===== config.mk =====
export PLATFORM = sky130hd
export DESIGN_NAME = fetch_decode
export DESIGN_NICKNAME = d
export VERILOG_FILES = /design/src/rtl/fetch_decode.sv
export SDC_FILE = /design/constraint.sdc
export NUM_CORES = 1
export LEC_CHECK = 0
export ABC_AREA = 1
export CAP_MARGIN = 40
export CELL_PAD_IN_SITES_DETAIL_PLACEMENT = 0
export CELL_PAD_IN_SITES_GLOBAL_PLACEMENT = 1
export CORE_MARGIN = 1.5
export CORE_UTILIZATION = 28
export CTS_BUF_LIST = sky130_fd_sc_hd__clkbuf_2
export CTS_CLUSTER_SIZE = 8
export DETAILED_ROUTE_END_ITERATION = 16
export MAX_ROUTING_LAYER = met4
export PLACE_DENSITY = 0.77
export REMOVE_ABC_BUFFERS = 1
export SLEW_MARGIN = 20
export SYNTH_ARGS = -nofsm -noshare
export SYNTH_HDL_FRONTEND = slang
export SYNTH_SLANG_ARGS = --single-unit

===== constraint.sdc =====
create_clock -name clk_i -period 1.36 [get_ports clk_i]
set_clock_uncertainty 0.1 [all_clocks]
set_input_delay 0.408 -clock clk_i [delete_from_list [all_inputs] [get_ports clk_i]]
set_output_delay 0.408 -clock clk_i [all_outputs]
set_load 0.05 [all_outputs]

===== src/rtl/fetch_decode.sv =====
// Fetch/decode stage of the mini CPU: owns the PC, fetches and classifies instructions,
// reads operands, resolves JMP/HALT locally and hands everything else to execute.
module fetch_decode #(
    parameter int PC_W   = 8,
    parameter int ADDR_W = 10
) (
    input  logic              clk_i,
    input  logic              rst_n_i,
    input  logic              run_i,
    output logic [PC_W-1:0]   imem_addr_o,
    output logic              imem_req_o,
    input  logic [15:0]       imem_rdata_i,
    input  logic              imem_valid_i,
    output logic [ADDR_W-1:0] dmem_addr_o,
    output logic              dmem_req_o,
    input  logic [15:0]       dmem_rdata_i,
    input  logic              dmem_valid_i,
    output logic              start_o,
    output logic [1:0]        iden_o,
    output logic [3:0]        opcode_o,
    output logic [15:0]       operand_o,
    output logic [PC_W-1:0]   pc_o,
    output logic              busy_o,
    output logic              halted_o
);

    typedef enum logic [2:0] {
        S_IDLE, S_FETCH, S_DECODE, S_OPER, S_ISSUE, S_HALTED
    } state_t;

    state_t            state_q, state_d;
    logic [PC_W-1:0]   pc_q, pc_d;
    logic [15:0]       ir_q, ir_d;
    logic [1:0]        iden_q, iden_d;
    logic [3:0]        opcode_q, opcode_d;
    logic [15:0]       operand_q, operand_d;

    logic [1:0]        ir_iden;
    logic [3:0]        ir_opc;
    logic              is_halt;
    logic              is_jmp;
    logic              no_oper;

    assign ir_iden = ir_q[15:14];
    assign ir_opc  = ir_q[13:10];
    assign is_halt = (ir_iden == 2'b11) && (ir_opc == 4'b1111);
    assign is_jmp  = (ir_iden == 2'b10);
    // These arith/shift opcodes take no memory operand, so OPER is skipped.
    assign no_oper = (ir_iden == 2'b01) &&
                     ((ir_opc == 4'b0110) || (ir_opc == 4'b0111) ||
                      (ir_opc == 4'b1000) || (ir_opc == 4'b1111));

    always_ff @(posedge clk_i) begin
        if (!rst_n_i) begin
            state_q   <= S_IDLE;
            pc_q      <= '0;
            ir_q      <= '0;
            iden_q    <= '0;
            opcode_q  <= '0;
            operand_q <= '0;
        end else begin
            state_q   <= state_d;
            pc_q      <= pc_d;
            ir_q      <= ir_d;
            iden_q    <= iden_d;
            opcode_q  <= opcode_d;
            operand_q <= operand_d;
        end
    end

    always_comb begin
        state_d    = state_q;
        pc_d       = pc_q;
        ir_d       = ir_q;
        iden_d     = iden_q;
        opcode_d   = opcode_q;
        operand_d  = operand_q;
        imem_req_o = 1'b0;
        dmem_req_o = 1'b0;
        start_o    = 1'b0;
        busy_o     = 1'b0;
        halted_o   = 1'b0;
        case (state_q)
            S_IDLE, S_HALTED: begin
                halted_o = (state_q == S_HALTED);
                if (run_i) begin
                    pc_d    = '0;
                    state_d = S_FETCH;
                end
            end
            S_FETCH: begin
                imem_req_o = 1'b1;
                busy_o     = 1'b1;
                if (imem_valid_i) begin
                    ir_d    = imem_rdata_i;
                    state_d = S_DECODE;
                end
            end
            S_DECODE: begin
                busy_o = 1'b1;
                if (is_halt) begin
                    state_d = S_HALTED;
                end else if (is_jmp) begin
                    pc_d    = ir_q[PC_W-1:0];
                    state_d = S_FETCH;
                end else if (no_oper) begin
                    iden_d   = ir_iden;
                    opcode_d = ir_opc;
                    state_d  = S_ISSUE;
                end else begin
                    state_d = S_OPER;
                end
            end
            S_OPER: begin
                dmem_req_o = 1'b1;
                busy_o     = 1'b1;
                if (dmem_valid_i) begin
                    operand_d = dmem_rdata_i;
                    iden_d    = ir_iden;
                    opcode_d  = ir_opc;
                    state_d   = S_ISSUE;
                end
            end
            S_ISSUE: begin
                start_o = 1'b1;
                busy_o  = 1'b1;
                pc_d    = pc_q + PC_W'(1);
                state_d = S_FETCH;
            end
            default: state_d = S_IDLE;
        endcase
    end

    assign imem_addr_o = pc_q;
    assign dmem_addr_o = ir_q[ADDR_W-1:0];
    assign iden_o      = iden_q;
    assign opcode_o    = opcode_q;
    assign operand_o   = operand_q;
    assign pc_o        = pc_q;

endmodule


==> impl_metrics.tcl <==
set metrics [dict create \
    final_util 0.593 \
    mostFrequentLayoutCells "buf_12, buf_4, nand2_1" \
    slowest_stage "dfxtp_4" \
    grt_max_degree 29 \
    multi_input_area_mm2 0.00133 \
    drt-pass1-iter-count 4 \
    hold_violations 0 \
    synth_xor_area_frac 0.00371 \
    failed_checks "setup timing" \
    drv_cap 0 \
    drc 0 \
    slew_violations 0 \
    ant_nets 0 \
    synth_warnings 0 \
    synth-seq-cells 49 \
    setup.worst_path.start "state_q[0]$_SDFFE_PN0P_" \
    fp.dieW_um 94.9 \
    rows 33 \
    clockRootBuffer "clkbuf_2" \
    placed_area_mm2 0.00402 \
    p_leak_nw 1.98 \
    start_util 0.289 \
    max_stage_delay_ns 0.46 \
    synth_area_leaders "dfxtp_1, nand2_1, nor2_1" \
    wl_per_cell_um 13.4 \
    place_congestion 0.857 \
    synth_top_family_by_area "simple AND/OR/NAND/NOR gates" \
    crit_type "flip-flop to primary output" \
    cp_max_fo 4 \
    die_area_mm2 0.00900 \
    crit_chain "inv_4, nand3_2, nand3_2, buf_12" \
    clock_sinks 49 \
    first_global_vias 2431 \
    numCtsBuffers 5 \
    first_iter_violations 80 \
    clk_pin_slew_ns 0.26 \
    grt_util_all_layers 0.167 \
    fin_crit_ns 1.85 \
    holdWs_ns 0.396 \
    r2r_cells 11 \
    antenna_found_initial 0 \
    worst_pin_slew_ns 0.292 \
    dp_cells 532 \
    hold_path.class "flip-flop to flip-flop" \
    rsz0062_at_grt "true" \
    yosysTopAreaCell "dfxtp_1" \
    cp-endpoint "busy_o" \
    ctsHoldBuffers 0 \
    clockBufferDepth 2 \
    synth_top_area_frac 0.415 \
    diodes 0 \
    min_from "ir_q[15]$_SDFFE_PN0P_" \
    final_common_cell "buf_12" \
    tritoncts "done" \
    finalInstanceArea_mm2 0.00485 \
    yosysSeqAreaShare 0.415 \
    regArea_mm2 0.00107 \
    die_h_um 94.9 \
    fmax_mhz 541 \
    setup_viol 102 \
    syn_inst 330 \
    drt-total-wl_mm 7.65 \
    avgSynthCellArea_um2 7.16 \
    synthMuxAreaShare 0 \
    cpMostUsedCell "nand3_2" \
    area_growth_pct 105 \
    netlist_area_mm2 0.00236 \
    cp.required_ns 0.85 \
    r2r_slack_ns -0.21 \
    ios 90 \
    synth.distinct_cells 28 \
    status "finished with violations" \
    worst_ep_arrival_time_ns 1.34 \
    synth_compound_area_frac 0.152 \
    fin_ws_ns -0.487 \
    fin_nets 505 \
    yosys.area_share.simple 0.290 \
    power_density_mw_per_mm2 1750 \
    vdd_ir_drop_max_uv 968 \
    clk_latency_ns 0.43 \
    htree_levels 2 \
    final.fill_count 697 \
    critPathLaunchType "flip-flop" \
    grt_pass1_wl_mm 11.3 \
    drive_gt1_frac 0.530 \
    rr_endpoint "imem_addr_o[5]$_SDFFE_PN0P_" \
    place.port_buffers 89 \
    synth_fa_ha_area_frac 0.00530 \
    period_share 1.36 \
    hpwlAfterDp_mm 5.15 \
    p_total_mw 8.47 \
    vias_per_cell 4.53 \
    crit_path_end_kind "primary output" \
    grt_overflow 0 \
    fp.coreArea_mm2 0.00818 \
    r2r-start "state_q[2]$_SDFFE_PN0P_" \
    fin_cells 573 \
    vias 2597 \
    maxSlewHeadroom 0.805 \
]
[cells by family (layout without fill, tap and decap cells)]
logic type,Yosys count,after routing
buffers and inverters,58,196
AO/OA/AOI/OAI,70,70
XOR/XNOR,1,1
AND/OR/NAND/NOR,151,151
flip-flops,49,49
adder cells (fa/ha/maj),1,1
[per-stage QoR]
step	setup TNS [ns]	setup slack (ns)
detailed placement	-13.56	-0.316
CTS	-13.79	-0.521
global placement	-12.52	-0.277
floorplan	-20.58	-0.803
finish	-15.24	-0.487
global route	-21.74	-0.561
[power by group]
group	switching [mW]	total, mW	internal, mW
Combinational	2.87	5.54	2.67
Clock	0.490	0.794	0.303
Sequential	0.333	2.14	1.80
Total	3.69	8.47	4.78
[final cells by class]
type,count,area share
timing repair buffer,160,0.436
multi-input combinational,223,0.273
sequential,49,0.221
inverter,28,0.0289
tap,105,0.0271
clock inverter,3,0.00852
clock buffer,5,0.00516
[metal layers]
metal	wire length (um)	track usage	vias up
li1	-	-	1327
met1	3370	0.214	1196
met2	3940	0.271	68
met3	259	0.0242	6
met4	78	0.0522	0
met5	0	-	-
[synth_stat cells (all sizes together)]
cell and n:
clkinv 1, nor2 58, ha 1, xnor2 1, nand3 24, o21a 1
inv 27, clkbuf 5, nand2 67, a21oi 33, o21bai 1, buf 25
dfxtp 49, nor3 1, o22ai 3, o21ai 32, nand4 1
[worst min-delay path by stage]
stage,end,slack [ns],depth (start not counted)
finish,ir_q[15]$_SDFFE_PN0P_,0.40,2
global route,operand_o[3]$_SDFFE_PN0P_,0.39,3
CTS,operand_o[0]$_SDFFE_PN0P_,0.39,3
detailed placement,ir_q[15]$_SDFFE_PN0P_,0.37,2
global placement,ir_q[15]$_SDFFE_PN0P_,0.36,2
floorplan,ir_q[12]$_SDFFE_PN0P_,0.37,2
[critical path, delay by kind of cell, from the launching register on]
| kind | cells | cell delay, ns |
|---|---|---|
| DFF | 1 | 0.46 |
| buffers and inverters | 2 | 0.22 |
| and+or+nand+nor | 2 | 0.22 |
[state kept, by name, summed over array words and instances (netlist names)]
signal,flops
ir_q,16
operand_o,16
imem_addr_o,8
opcode_o,4
state_q,3
iden_o,2
[repair_timing]
action / 4_1_cts / 5_1_grt
gates resized for setup: 103 / 69
buffers inserted: 19 / 10
pin swaps: 7 / 24
gates cloned: 0 / 5
setup endpoints to repair: 102 / 102
Note: power is estimated with default switching activity, not from simulation.
